File: config.mk
export PLATFORM = sky130hd
export DESIGN_NAME = session_sequencer
export DESIGN_NICKNAME = d
export VERILOG_FILES = /design/src/rtl/session_pkg.sv /design/src/rtl/session_sequencer_rise_detect.sv /design/src/rtl/session_sequencer.sv
export SDC_FILE = /design/constraint.sdc
export NUM_CORES = 1
export LEC_CHECK = 0
export ABC_AREA = 1
export BUFFER_PORTS_ARGS = -buffer_cell sky130_fd_sc_hd__buf_4
export CAP_MARGIN = 25
export CORE_MARGIN = 3
export CORE_UTILIZATION = 45
export DETAILED_ROUTE_END_ITERATION = 6
export PLACE_DENSITY = 0.67
export SLEW_MARGIN = 30
export SYNTH_ARGS = -nofsm -noshare
export SYNTH_HDL_FRONTEND = slang
export SYNTH_SLANG_ARGS = --single-unit
File: constraint.sdc
create_clock -name clk -period 3.64 [get_ports clk]
set_input_delay 0.728 -clock clk [delete_from_list [all_inputs] [get_ports clk]]
set_output_delay 0.728 -clock clk [all_outputs]
set_load 0.05 [all_outputs]
File: src/rtl/session_pkg.sv
// session_pkg: shared state encoding and frame constants for the play-session sequencer
package session_pkg;
  localparam int TIME_W = 16;
  localparam int SONG_FRAMES_DEF = 5596;
  localparam int COUNTDOWN_FRAMES_DEF = 180;
  localparam int RESULT_FRAMES_DEF = 300;
  typedef enum logic [2:0] {IDLE, COUNTDOWN, PLAYING, PAUSED, RESULTS} session_state_t;
endpackage

File: src/rtl/session_sequencer_rise_detect.sv
// rise_detect: one-cycle rising-edge strobe from a synchronous level, history cleared on reset
module rise_detect (
  input  logic clk,
  input  logic reset,
  input  logic d,
  output logic rise
);
  logic prev;
  always_ff @(posedge clk) prev <= reset ? 1'b0 : d;
  assign rise = d & ~prev;
endmodule

File: src/rtl/session_sequencer.sv
// session_sequencer: frame-driven countdown/play/pause/results FSM with note-fetch handshake
module session_sequencer
  import session_pkg::*;
#(
  parameter int SONG_FRAMES = SONG_FRAMES_DEF,
  parameter int COUNTDOWN_FRAMES = COUNTDOWN_FRAMES_DEF,
  parameter int RESULT_FRAMES = RESULT_FRAMES_DEF
) (
  input  logic                clk,
  input  logic                reset,
  input  logic                new_frame,
  input  logic                start_btn,
  input  logic                pause_btn,
  input  logic                fetch_ack,
  output session_state_t      state,
  output logic [TIME_W-1:0]   song_time,
  output logic [7:0]          countdown,
  output logic                playing,
  output logic                frame_tick,
  output logic                fetch_req,
  output logic                done,
  output logic                overrun
);
  logic frame_e, start_e, pause_e;
  logic at_last, cd_last, res_last, tick_n, done_n;
  logic [15:0] res_cnt;
  session_state_t state_n;
  rise_detect u_frame (.clk(clk), .reset(reset), .d(new_frame), .rise(frame_e));
  rise_detect u_start (.clk(clk), .reset(reset), .d(start_btn), .rise(start_e));
  rise_detect u_pause (.clk(clk), .reset(reset), .d(pause_btn), .rise(pause_e));
  assign at_last  = song_time == TIME_W'(SONG_FRAMES - 1);
  assign cd_last  = countdown == 8'd1;
  assign res_last = res_cnt == 16'(RESULT_FRAMES - 1);
  // start always wins; a frame at the last song frame outranks a same-cycle pause
  always_comb begin
    state_n = state;
    case (state)
      IDLE:      state_n = start_e ? COUNTDOWN : IDLE;
      COUNTDOWN: state_n = start_e ? IDLE : (frame_e && cd_last) ? PLAYING : COUNTDOWN;
      PLAYING:   state_n = start_e ? IDLE : (frame_e && at_last) ? RESULTS : pause_e ? PAUSED : PLAYING;
      PAUSED:    state_n = start_e ? IDLE : pause_e ? PLAYING : PAUSED;
      RESULTS:   state_n = (start_e || (frame_e && res_last)) ? IDLE : RESULTS;
      default:   state_n = IDLE;
    endcase
    tick_n = !start_e && frame_e && ((state == COUNTDOWN && cd_last) || (state == PLAYING && !at_last));
    done_n = !start_e && frame_e && state == PLAYING && at_last;
  end
  always_ff @(posedge clk) begin
    if (reset) begin
      state      <= IDLE;
      song_time  <= '0;
      countdown  <= '0;
      res_cnt    <= '0;
      frame_tick <= 1'b0;
      done       <= 1'b0;
      fetch_req  <= 1'b0;
      overrun    <= 1'b0;
    end else begin
      state      <= state_n;
      frame_tick <= tick_n;
      done       <= done_n;
      song_time  <= state_n == IDLE ? '0 : (tick_n && state == PLAYING) ? song_time + 1'b1 : song_time;
      countdown  <= state_n == IDLE ? 8'd0 : state == IDLE ? 8'(COUNTDOWN_FRAMES) :
                    (state == COUNTDOWN && frame_e) ? countdown - 8'd1 : countdown;
      res_cnt    <= state != RESULTS ? 16'd0 : frame_e ? res_cnt + 16'd1 : res_cnt;
      fetch_req  <= state_n == IDLE ? 1'b0 : tick_n | (fetch_req & ~fetch_ack);
      overrun    <= (state == IDLE && start_e) ? 1'b0 : overrun | (tick_n & fetch_req & ~fetch_ack);
    end
  end
  always_comb playing = state == PLAYING;
endmodule

==> out/summary.md, run 1 <==
The run finished with clean final reports. The logs give 0 for the number of nets still failing antenna checks after routing and 384 for the net count of the mapped netlist. The maximum fanout encountered on the critical timing path works out to 20.

The logs give 0.8714 for the routability congestion estimate and 0 for the count of hold buffers inserted by post-cts repair. The final clock period utilization by the worst path is 54.32%. Across the run, the number of max-cap violations was 0.

The layout overhead on the synthesized area is 16.15%. The effective utilization at floorplan is 46.85%. Derived from the worst setup path, the maximum achievable clock frequency is 505.8 MHz. The worst reg-to-reg setup slack is 1660 ps.

The post-CTS setup buffer count is 0, and the TritonCTS buffer count is 5. The run gives 3.357 ps as the maximum clock skew at final layout. The tools report the number of antenna diodes as 0. The min-delay analysis places its worst path in the category reg -> reg. The worst-case IR drop observed on VDD is 0.1458 mV. The measured slew at the worst slew-check pin is 573.0 ps.

For the violation count after the first detailed-route iteration, the log shows 67. Among all stages on the critical path, the largest delay is contributed by sky130_fd_sc_hd__dfxtp_1. In the final layout, flip-flops and latches occupy 0.001001 mm^2. The data arrival time of the critical path is 2150 ps, and the count of buffer and inverter cells on the critical path is 1. After clock tree synthesis, the clock-pin slew on the worst setup and hold paths is 80 ps. The footprint of the multi-input gates came out at 0.001345 mm^2. The floorplan step set the die width to 82.18 um. The run gives 38 as the I/O pin total.

TritonCTS built the clock tree. The logs give 0 for the count of final max-slew check failures and 4 for the number of detailed-routing iterations run before antenna repair. Most frequently used cell type in the post-synthesis netlist: sky130_fd_sc_hd__nand2_1.

The worst path meets setup with 1663 ps of slack. Traced cell by cell, the critical path runs through ha_1 -> nand3_1 -> nor2_2 -> nand3_1 -> nand2_1 -> nand2_1 -> nand2_1 -> nand3_2 -> inv_2 -> nor2_1. Count of vias placed by the detailed router: 2,364. The tools report the number of global-route vias before repair as 2,097.

During placement, the flow inserted port buffers numbering 37. Yosys attributes the largest share of cell area to sky130_fd_sc_hd__dfxtp_1 38%, sky130_fd_sc_hd__nand2_1 9.9%, sky130_fd_sc_hd__inv_1 8.8%. The placed instances occupy a cell area of 0.002957 mm^2. The logs give 943.5 uW for the power after layout and 582 for the fill cell total of the finished layout.

Clock latency on the worst-skew pair, taken at its later pin, is 300 ps. Sorting the synthesized cells by how often they occur yields 69 x sky130_fd_sc_hd__nand2_1, 61 x sky130_fd_sc_hd__inv_1, 59 x sky130_fd_sc_hd__nor2_1. After floorplanning, the core was sized to cover 0.005574 mm^2.

For the global-route wire length before repair, the log shows 9349 um. The run gives 0 as the global-route congestion overflow total. STA classifies the critical path endpoint as a flip-flop. Summing every instance area after synthesis gives 0.002611 mm^2.

The clock drives 50 sinks. Synthesis inferred 50 register bits. The tools report the initial antenna violation count as 0. The run gives 30 as the distinct cell type count of the synthesized netlist.

The cell type with the highest occurrence count on the critical path is sky130_fd_sc_hd__nand2_1. The critical path is of the reg -> reg type. The final count of hold timing violations came out at 0. From bottom edge to top edge, the die measures 82.18 um. Half-perimeter wire length after placement: 4144 um. On the worst path, the slowest cell contributes a delay of 400 ps. On the critical path the largest part of the delay comes from simple AND/OR/NAND/NOR gates. After technology mapping, the gate count stands at 374. In this run, synthesis inferred 0 flip-flops with an integrated enable.

Data on the critical path is required at its endpoint by 3820 ps. The maximum number of pins on one net before global-route repair is 21, and the final instance area is 0.003033 mm^2. In the synthesized netlist the async set-or-reset flop fraction comes to 0%. The run gives 0 as the Yosys warning count. At the end of the flow, the number of nets in the layout was 426. Summed over its instances, the top area cell type makes up 38.33% of the synthesized netlist area. Sequential elements use 38.33% of the synthesized area. Power density over the cells: 311.1 mW/mm^2. Worst setup timing slack at the placement stage: 1393 ps.

Wires add up to 5438 um. Setup repair after global routing left no endpoint under its margin. The die area is 0.006753 mm^2. In the final layout, the share of cells above drive strength 1 is 17.55%. The total negative slack came out at 0 ps. The time the worst path needs with I/O delays and setup was 1977 ps.

In the routed layout, each cell is associated on average with a via count of 4.844. The max-slew headroom at the worst pin was 61.66%; the leakage power of the design was 1.234 nW. The cell at the root of the clock tree is sky130_fd_sc_hd__clkbuf_8. The most used flip-flop cell after synthesis is sky130_fd_sc_hd__dfxtp_1.

The number of core rows was 27. The run gives 0 as the number of gates resized after cts. The top cell type by total area after synthesis is sky130_fd_sc_hd__dfxtp_1. CTS built an H-tree with a depth of 2. The detail-routed net length per standard cell was 11.14 um; the number of setup violations in the final report was 0.

In this run the deepest clock path goes through 2 buffers. STA classifies the critical path startpoint as a flip-flop. Synthesized area divided by synthesized cell count: 6.982 um^2.

Global routing consumed, over all layers together, 17.68% of the routing resources. For this run, design rule violations remaining after detail routing come to 0.
## flip-flops by register name, indices dropped and copies added (netlist names)
signal	count
res_cnt	16
overrun	1
u_start.prev	1
u_frame.prev	1
countdown	8
u_pause.prev	1
frame_tick	1
done	1
song_time	16
state	3
fetch_req	1
## layout by cell type (no fill, tap or decap), types with 2 or more instances in the layout
cell type and instances:
sky130_fd_sc_hd__dfxtp_1 50, sky130_fd_sc_hd__nor3_4 2, sky130_fd_sc_hd__nand4_1 7, sky130_fd_sc_hd__clkbuf_1 2
sky130_fd_sc_hd__inv_2 2, sky130_fd_sc_hd__nor2_1 59, sky130_fd_sc_hd__nor2_2 14, sky130_fd_sc_hd__buf_4 37
sky130_fd_sc_hd__xor2_1 12, sky130_fd_sc_hd__xnor2_1 5, sky130_fd_sc_hd__nor3_1 13, sky130_fd_sc_hd__ha_1 4
sky130_fd_sc_hd__a31oi_1 2, sky130_fd_sc_hd__nand3_1 20, sky130_fd_sc_hd__a21oi_1 19, sky130_fd_sc_hd__inv_1 61
sky130_fd_sc_hd__nand2_1 69, sky130_fd_sc_hd__clkbuf_8 5, sky130_fd_sc_hd__nor2_4 3, sky130_fd_sc_hd__nand3_2 4
sky130_fd_sc_hd__or2_2 2, sky130_fd_sc_hd__o21ai_0 14
## power breakdown
group / total (mW) / switching [mW] / internal [mW]
combinational: 0.0792 / 0.0555 / 0.0238
sequential: 0.560 / 0.00683 / 0.553
clock: 0.304 / 0.172 / 0.133
total: 0.943 / 0.234 / 0.710
## cells by family after synthesis
group / Yosys count / synth area share (%)
simple gates: 197 / 35.65
buf+inv: 66 / 10.16
mux: 1 / 0.3833
compound gates: 39 / 7.858
flops: 50 / 38.33
xor+xnor: 17 / 5.702
fa+ha+maj: 4 / 1.917
## metal layers
layer	track usage, %	vias up	share of wire, %
li1	-	1249	-
met1	23.14	1054	48
met2	28.84	52	45
met3	4.013	9	5.2
met4	5.648	0	1.7
met5	0	-	0
## area by class of cell
cell class / count / area share (%)
Multi-Input combinational cell: 258 / 44.35
Sequential cell: 50 / 33.00
Timing Repair Buffer: 37 / 9.158
Inverter: 64 / 8.003
Tap cell: 72 / 2.970
Clock buffer: 7 / 2.517
## tightest hold or removal path: cells and delay by family, from the launching register on
family	cells	cell delay (ps)
compound gates	1	60
buf+inv	1	70
flops	1	320
## final timing paths
| path | from | to | cells past startpoint |
|---|---|---|---|
| worst max-delay path | song_time[0]$_SDFFE_PP0P_ | song_time[13]$_SDFFE_PP0P_ | 10 |
| worst min-delay path | res_cnt[5]$_SDFFE_PP0P_ | res_cnt[5]$_SDFFE_PP0P_ | 2 |
| worst max register to register | song_time[0]$_SDFFE_PP0P_ | song_time[13]$_SDFFE_PP0P_ | 10 |
| worst min register to register | res_cnt[5]$_SDFFE_PP0P_ | res_cnt[5]$_SDFFE_PP0P_ | 2 |
## stage by stage
stage / util [%] / hold WS [ps] / std cells
floorplan: - / 446.7 / 374
global placement: 53.04 / 464.2 / 481
detailed placement: 53.04 / 467.5 / 481
CTS: 54.41 / 480.9 / 488
global route: 54.41 / 500.7 / 488
finish: 54.41 / 482.6 / 488
Power figures use the tool's default switching activity.
==> inputs of run 2 (changes only) <==
ABC_AREA = 0   (was 1)
PLACE_DENSITY = 0.7   (was 0.67)
clock period = 1.61 ns   (was 3.64 ns; I/O delays follow)
==> run 2 against run 1 <==
Against the previous run: the flow now finishes with violations (negative setup slack); non-clock buffer count increased by 58; sequential share of layout area decreased by 3.6 points; via count decreased by 4.8%; sequential cell count unchanged; synthesized cell count decreased by 27%; sequential power increased by 130%; largest power group unchanged; utilization increased by 18 points; total power increased to 2.7 times the previous value.
==> out/summary.md, run 2 <==
The tools report the clock network power share as 40.6%. Port buffering added 37 buffers. The run gives 1.362 nW as the leakage power of the design. The worst path needs 1778 ps of the cycle, external delays included. Net switching is 23.03% of the power. The net count of the finished layout is 373. Share of Yosys cell area claimed by the top area cell type: 41.67%. IR analysis of the VDD net gives a maximum drop of 0.3801 mV. The global-route met1 utilization was 25.77%. The biggest area contributor in the post-synthesis netlist is sky130_fd_sc_hd__dfxtp_1. After detailed routing, the number of remaining DRC violations is 0. Internal power comes to 1.972 mW.

For the data required time of the worst path, the log shows 1830 ps. The critical path is of the reg -> reg type. In the layout the commonest cells are 89 x sky130_fd_sc_hd__buf_4, 45 x sky130_fd_sc_hd__nor2_1, 28 x sky130_fd_sc_hd__dfxtp_1. The run gives 310 ps as the insertion delay of the later-clocked pin in the worst-skew pair. The clock-pin slew of the registers on the worst-case setup and hold paths is 100 ps. The run gives 11 as the number of setup violations in the final report. Setup repair after global routing could not meet its margin everywhere.

Of the synthesized area, sequential elements account for 41.67%. In this run the standard cell core region covers 0.004942 mm^2. The maximum fanout encountered on the critical timing path works out to 3. The most critical setup path has its startpoint at song_time[12]$_SDFFE_PP0P_.

Once detailed placement completed, the half-perimeter wirelength came to 4368 um. CTS placed an instance of sky130_fd_sc_hd__clkbuf_8 at the clock tree root. The cell depth of the worst flop-to-flop path is 6, and the register bit count reported by yosys is 50. The global routing stage identified its most utilized layer as met2. Post-layout worst setup margin: -168.1 ps.

The tools report the met2 track demand over resource as 32.32%. The launch point of the worst reg-to-reg path was song_time[12]$_SDFFE_PP0P_. The logs give 0 for the number of nets still failing antenna checks after routing and 25 for the number of core rows.

Number of global-route vias before repair: 2,029. The commonest cells after synthesis are 50 x sky130_fd_sc_hd__dfxtp_1, 48 x sky130_fd_sc_hd__nor2_1, 22 x sky130_fd_sc_hd__xnor2_1. The run gives 43 as the distinct cell type count of the synthesized netlist.

The endpoint of the worst setup timing path is state[0]$_SDFF_PP0_. 38 I/O pins were placed. In the global route stage, overall resource usage came out at 19.78%. In the synthesized netlist the dominant register cell turns out to be sky130_fd_sc_hd__dfxtp_1. Kind of end point of the critical path: a flip-flop.

The die span in x came out at 79.07 um. TritonCTS built the clock tree. The class of the tightest hold or removal check is in -> reg. The synthesized design contains 0 enable-type register cells.

Registers are responsible for 49.1% of the overall power. The die extent in y works out to 79.07 um. At the worst endpoint, the arrival time is 2000 ps. Static timing analysis puts the maximum clock frequency at 562.4 MHz. Leaving out fill and tap cells, the most frequent cell in the layout is sky130_fd_sc_hd__buf_4. The logs give -1158 ps for the total negative slack and 0.003555 mm^2 for the final instance area. The startpoint type of the worst setup path was a flip-flop. The endpoint identified for the worst register-to-register timing path is state[0]$_SDFF_PP0_. The post-synthesis instance total was 273; the power density over the cells was 720.8 mW/mm^2.

Of the cells placed in the final design, the portion with a size suffix greater than 1 is 45.33%. The run gives 50 as the number of sinks driven by the clock tree. At the pin with the least slew margin, the transition time is 390.8 ps. In the final layout, the registers with the most flip-flops are res_cnt: 16 flops, song_time: 16 flops, countdown: 8 flops. The number of antenna diodes is 0. The number of vias per cell was 5.220; the net count of the mapped netlist was 283. Routability-driven placement finished with a final weighted congestion of 0.8667. In the global route stage, met3 resource usage came out at 4.649%. The logs give 10.3% for the combinational share of power and 0 for the final count of hold timing violations.

For the maximum clock skew at final layout, the log shows 15.06 ps. Final hold analysis gives a worst-case slack of 225.1 ps. Max-cap violations in this run came to 0. The run gives 0.006251 mm^2 as the die area. For this run the aggregate overflow at the end of global routing stands at 0. Setup slack on the worst reg-to-reg path comes out at -170 ps. The most frequently used cell type in the post-synthesis netlist is sky130_fd_sc_hd__dfxtp_1.

Entering global routing, the biggest net connects 17 pins. Once the floorplan was initialized, standard cells occupied 48.61% of the core. Summing every instance area after synthesis gives 0.002402 mm^2.

The initial antenna violation count is 0. The violation count after the first detailed-route iteration was 150. By area the synthesized netlist is led by sky130_fd_sc_hd__dfxtp_1 42%, sky130_fd_sc_hd__xnor2_1 8.0%, sky130_fd_sc_hd__nor2_1 7.5%. The first global-routing pass estimated 9729 um of wire.

The clock tree synthesis step divided the H-tree into 2 levels. The run gives 590.2 uW as the net switching power. The final reports fail on negative setup slack.

The detail-routed net length per standard cell was 14.29 um. The flow ran to the end, but the final reports show violations. Dividing the final minimum period by the clock period gives 110.4%. The count of hold buffers inserted by post-cts repair was 0; the total cell area at the placement stage was 0.003152 mm^2. The share of synthesized registers carrying an async set or reset was 0%. Compared with the post-synthesis result, the final layout area differs by 47.97%.

Summed over all layers, the routed wires come to 6158 um. The longest clock path from root to sink contains 2 buffers. Measured against its own limit, the worst slew margin works out to 73.57%.

In this run the mean area of a mapped cell was 8.800 um^2. The run gives 2,250 as the count of vias placed by the detailed router. The logs give 0 for the count of final max-slew check failures and 0 for the Yosys warning count. Counting the buffers created by CTS gives 5. The first detailed-routing pass ran for 4 iterations.
==> run 2: changes by cell type in the layout (fill, tap and decap cells not counted), moves of 7 or more <==
| cell | previous run | this run |
|---|---|---|
| sky130_fd_sc_hd__nor3_1 | 13 | 3 |
| sky130_fd_sc_hd__dfxtp_2 | 0 | 15 |
| sky130_fd_sc_hd__nor2_1 | 59 | 45 |
| sky130_fd_sc_hd__inv_1 | 61 | 6 |
| sky130_fd_sc_hd__dfxtp_4 | 0 | 7 |
| sky130_fd_sc_hd__xnor2_1 | 5 | 21 |
| sky130_fd_sc_hd__buf_4 | 37 | 89 |
| sky130_fd_sc_hd__o21ai_0 | 14 | 0 |
| sky130_fd_sc_hd__nand2_1 | 69 | 11 |
| sky130_fd_sc_hd__dfxtp_1 | 50 | 28 |
| sky130_fd_sc_hd__a21oi_1 | 19 | 6 |
| sky130_fd_sc_hd__nor2_2 | 14 | 3 |
==> run 2: layout make-up <==
cell class | instances | area [um^2]
Clock inverter | 3 | 63.81
Fill cell | 390 | 1388
Multi-Input combinational cell | 205 | 1530
Inverter | 6 | 22.52
Clock buffer | 5 | 68.82
Sequential cell | 50 | 1046
Timing Repair Buffer | 95 | 739.5
Tap cell | 67 | 83.83
==> run 2: worst max-delay path, cell delays in order (launching register included) <==
cell and delay, ps:
sky130_fd_sc_hd__dfxtp_4 350, sky130_fd_sc_hd__or4bb_4 540, sky130_fd_sc_hd__nor4_4 320, sky130_fd_sc_hd__buf_4 180
sky130_fd_sc_hd__a21o_1 120, sky130_fd_sc_hd__nor2_1 40, sky130_fd_sc_hd__o21a_1 160
==> run 2: how the worst min path moves through the flow <==
stage | startpoint | to | depth (start not counted)
after floorplan | reset | overrun$_SDFF_PP0_ | 1
after detailed placement | res_cnt[1]$_SDFFE_PP0P_ | res_cnt[1]$_SDFFE_PP0P_ | 2
after CTS | pause_btn | u_pause.prev$_SDFF_PP0_ | 2
final | pause_btn | u_pause.prev$_SDFF_PP0_ | 2
after global placement | res_cnt[1]$_SDFFE_PP0P_ | res_cnt[1]$_SDFFE_PP0P_ | 2
after global routing | pause_btn | u_pause.prev$_SDFF_PP0_ | 2
==> run 2: cells by family after synthesis <==
family                   share of synthesized area (%)
flip-flops                                       41.67
buffers and inverters                            3.125
adder cells (fa/ha/maj)                          2.083
XOR/XNOR                                         13.85
AND/OR/NAND/NOR                                  33.70
AO/OA/AOI/OAI                                    5.573
==> run 2: per-stage QoR <==
stage | power, mW | instances | setup slack, ps | utilization, %
2_1_floorplan | 1.437 | 273 | -248.4 | -
3_3_place_gp | 1.529 | 414 | -107.7 | 63.77
3_5_place_dp | 1.532 | 414 | -155.4 | 63.77
4_1_cts | 2.567 | 422 | -172.5 | 67.09
5_1_grt | 2.656 | 431 | -246.3 | 71.92
6_report | 2.562 | 431 | -168.1 | 71.92
==> run 2: per-layer routing <==
metal	routed length, um	part of all wire (%)	up-vias
met3	240	3.9	7
met2	3044	49	45
met1	2780	45	1076
met5	0	0	-
met4	93	1.5	0
li1	-	-	1122
==> run 2: timing repair <==
item | in CTS | in global routing
pin swaps | 6 | 16
buffers inserted | 0 | 10
setup endpoints to repair | 13 | 40
gates resized for setup | 5 | 37
endpoints found under the hold margin | 0 | 0
==> run 2: power groups by stage <==
stage	clock [mW]	sequential (mW)	combinational, mW
final	1.04	1.26	0.264
after global routing	1.11	1.26	0.283
after CTS	1.06	1.26	0.248
after detailed placement	0	1.29	0.246
after global placement	0	1.29	0.244
after floorplan	0	1.33	0.103
==> inputs of run 3 (changes only) <==
RECOVER_POWER = 25   (was not set)
==> run 3 against run 2 <==
Against the previous run: the run still ends with negative setup slack left; hold slack about the same; sequential share of layout area up 0.29 points; register-to-register slack about the same; largest cell class unchanged.
==> out/summary.md, run 3 (synthesis results as in run 2) <==
The flow ran to the end, but the final reports show violations. The checks that failed: negative setup slack. The global-route wire length before repair came out at 9729 um. In the final layout, the registers with the most flip-flops are res_cnt: 16 flops, song_time: 16 flops, countdown: 8 flops.

The leakage power of the design is 1.339 nW, and the die span in x is 79.07 um. In this run the critical register-to-register path is captured at state[0]$_SDFF_PP0_. The maximum number of pins on one net before global-route repair is 17, and the clock-pin slew of the registers on the worst-case setup and hold paths is 100 ps. Max-cap violations in this run came to 0. The worst voltage drop across the vdd grid is 0.3782 mV, and the highest attainable clock frequency is 562.4 MHz.

In this run the remaining antenna-violating nets after routing total 0. The power density over the cells came out at 726.0 mW/mm^2. The library cell used most frequently in the layout, excluding fill and tap cells, is sky130_fd_sc_hd__buf_4. The post-layout worst setup margin was -167.9 ps. The die covers 0.006251 mm^2. The HPWL after detailed placement is 4368 um. The number of detailed-routing iterations run before antenna repair came out at 4. Detail-routed net length per standard cell: 14.29 um. Clock tree synthesis selected as its root buffer the cell sky130_fd_sc_hd__clkbuf_8.

The completed layout was analyzed and its total power is 2.555 mW. Setup violations remaining at the end of the flow were counted as 11. The maximum root-to-sink buffer count came out at 2. Worst reg-to-reg setup slack: -170 ps. Registers are responsible for 49.2% of the overall power.

Tracing the worst setup path back leads to its startpoint at song_time[12]$_SDFFE_PP0P_. Net switching power: 586.1 uW. The worst hold path stage count works out to 2. The worst register-to-register path begins at song_time[12]$_SDFFE_PP0P_. The tools report the worst min-delay path startpoint as pause_btn.

The share of total power dissipated in the clock network is 40.6%. In this design, the largest share of critical-path delay is due to simple AND/OR/NAND/NOR gates. Data on the critical path is required at its endpoint by 1830 ps. End of the worst hold path: u_pause.prev$_SDFF_PP0_. The initial antenna violation count came out at 0.

In the global route stage, overall resource usage came out at 19.78%. Walking the worst path, the cells encountered are or4bb_4 -> nor4_4 -> buf_4 -> a21o_1 -> nor2_1 -> o21a_1. The final instance area was 0.003520 mm^2.

After global routing the overflow that remains totals 0. The floorplan has 25 rows. For the final database, setup skew stands at 15.73 ps. For the number of global-route vias before repair, the log shows 2,029.

The worst setup path is launched from a flip-flop. Once the floorplan was initialized, standard cells occupied 48.61% of the core. The tools report the final routed wirelength across all metal layers as 6158 um. TritonCTS built the clock tree. The slowest stage cell on the critical path is sky130_fd_sc_hd__or4bb_4. The number of levels the H-tree was split into is 2. The tree built by TritonCTS fans out to 50 sinks. The die extent in y is 79.07 um, and the net switching fraction of the power is 22.94%. The total cell area at the placement stage is 0.003152 mm^2, and the time the worst path needs with I/O delays and setup is 1778 ps.

The count of vias placed by the detailed router is 2,230, and the maximum fanout encountered on the critical timing path is 3. For the pin with the worst max-slew slack, the measured transition is 588.5 ps. The cell depth of the worst flop-to-flop path came out at 6.

The combinational share of power is 10.2%, and the design internal power is 1.969 mW. For the data arrival time of the critical path, the log shows 2000 ps. In the final layout, the share of cells above drive strength 1 is 44.23%.

The class of the tightest hold or removal check is in -> reg. The violation count after the first detailed-route iteration is 179. At the end of routability-driven placement, the weighted congestion stood at 0.8667.

STA classifies the critical path endpoint as a flip-flop. The final clock period utilization by the worst path works out to 110.4%. In the layout the commonest cells are 77 x sky130_fd_sc_hd__buf_4, 45 x sky130_fd_sc_hd__nor2_1, 28 x sky130_fd_sc_hd__dfxtp_1.

The core region is 0.004942 mm^2. In this design, the stage delay of the slowest critical-path cell is 540 ps. Setup repair after global routing could not meet its margin everywhere. For the total negative slack, the log shows -1177 ps. After detailed routing, the number of remaining DRC violations is 0. The setup path with the least slack is of type reg -> reg. For the post-layout net count, the log shows 373.

The count of buffers from port buffering works out to 37. For the max-slew headroom at the worst pin, the log shows 60.77%. The repair_antennas step left the layout with diodes totalling 0. Pin placement for this block handled 38 I/O pins.

Counting the fill cells in the layout gives 395. The insertion delay of the later-clocked pin in the worst-skew pair was 310 ps. The run gives 0 as the count of hold buffers inserted by post-cts repair.

The TritonCTS buffer count is 5, and the count of final max-slew check failures is 0. Using the TritonRoute via totals, the vias-per-cell ratio works out to 5.174. The tightest hold path in the finished design has a slack of 225.4 ps. The worst setup timing slack at the placement stage was -155.4 ps; the count of buffer and inverter cells on the critical path was 1. Compared with the post-synthesis result, the final layout area differs by 46.51%.

For the final count of hold timing violations, the log shows 0.
[run 3: cell types whose count changed in the layout (fill, tap and decap cells not counted), sizes merged]
cell	before	now
clkbuf	5	17
buf	95	83
[run 3: cell type report]
| class | count | area, um^2 | share of cell area [%] |
|---|---|---|---|
| multi-input cells | 205 | 1530 | 43.48 |
| flip-flops and latches | 50 | 1046 | 29.72 |
| repair buffers | 95 | 704.4 | 20.01 |
| well taps | 67 | 83.83 | 2.382 |
| clock buffers | 5 | 68.82 | 1.955 |
| clock inverters | 3 | 63.81 | 1.813 |
| inverters | 6 | 22.52 | 0.6399 |
[run 3: metrics by stage]
step	utilization, %	instances
floorplan	-	273
global placement	63.77	414
detailed placement	63.77	414
CTS	67.09	422
global route	71.22	431
finish	71.22	431
[run 3: how the worst max path moves through the flow]
stage / end / slack, ps / cells past startpoint
2_1_floorplan: state[0]$_SDFF_PP0_ / -250 / 5
3_3_place_gp: state[0]$_SDFF_PP0_ / -110 / 6
3_5_place_dp: overrun$_SDFF_PP0_ / -160 / 5
4_1_cts: overrun$_SDFF_PP0_ / -170 / 5
5_1_grt: state[0]$_SDFF_PP0_ / -250 / 6
6_report: state[0]$_SDFF_PP0_ / -170 / 6
[run 3: repair_timing]
action | CTS | global route
buffers inserted | 0 | 10
endpoints found under the setup margin | 13 | 40
pin swaps | 6 | 16
gates resized for setup | 5 | 37
[run 3: power by group through the flow]
stage,Clock (mW),Sequential (mW),Combinational [mW]
3_5_place_dp,0,1.29,0.246
6_report,1.04,1.26,0.261
3_3_place_gp,0,1.29,0.244
5_1_grt,1.11,1.26,0.281
2_1_floorplan,0,1.33,0.103
4_1_cts,1.06,1.26,0.248
[run 3: routing by layer]
layer	share of wire [%]	vias to the layer above	GRT usage [%]
met1	45	1056	25.77
li1	-	1121	-
met2	49	46	32.32
met4	1.5	0	6.186
met5	0	-	0
met3	4.1	7	4.649
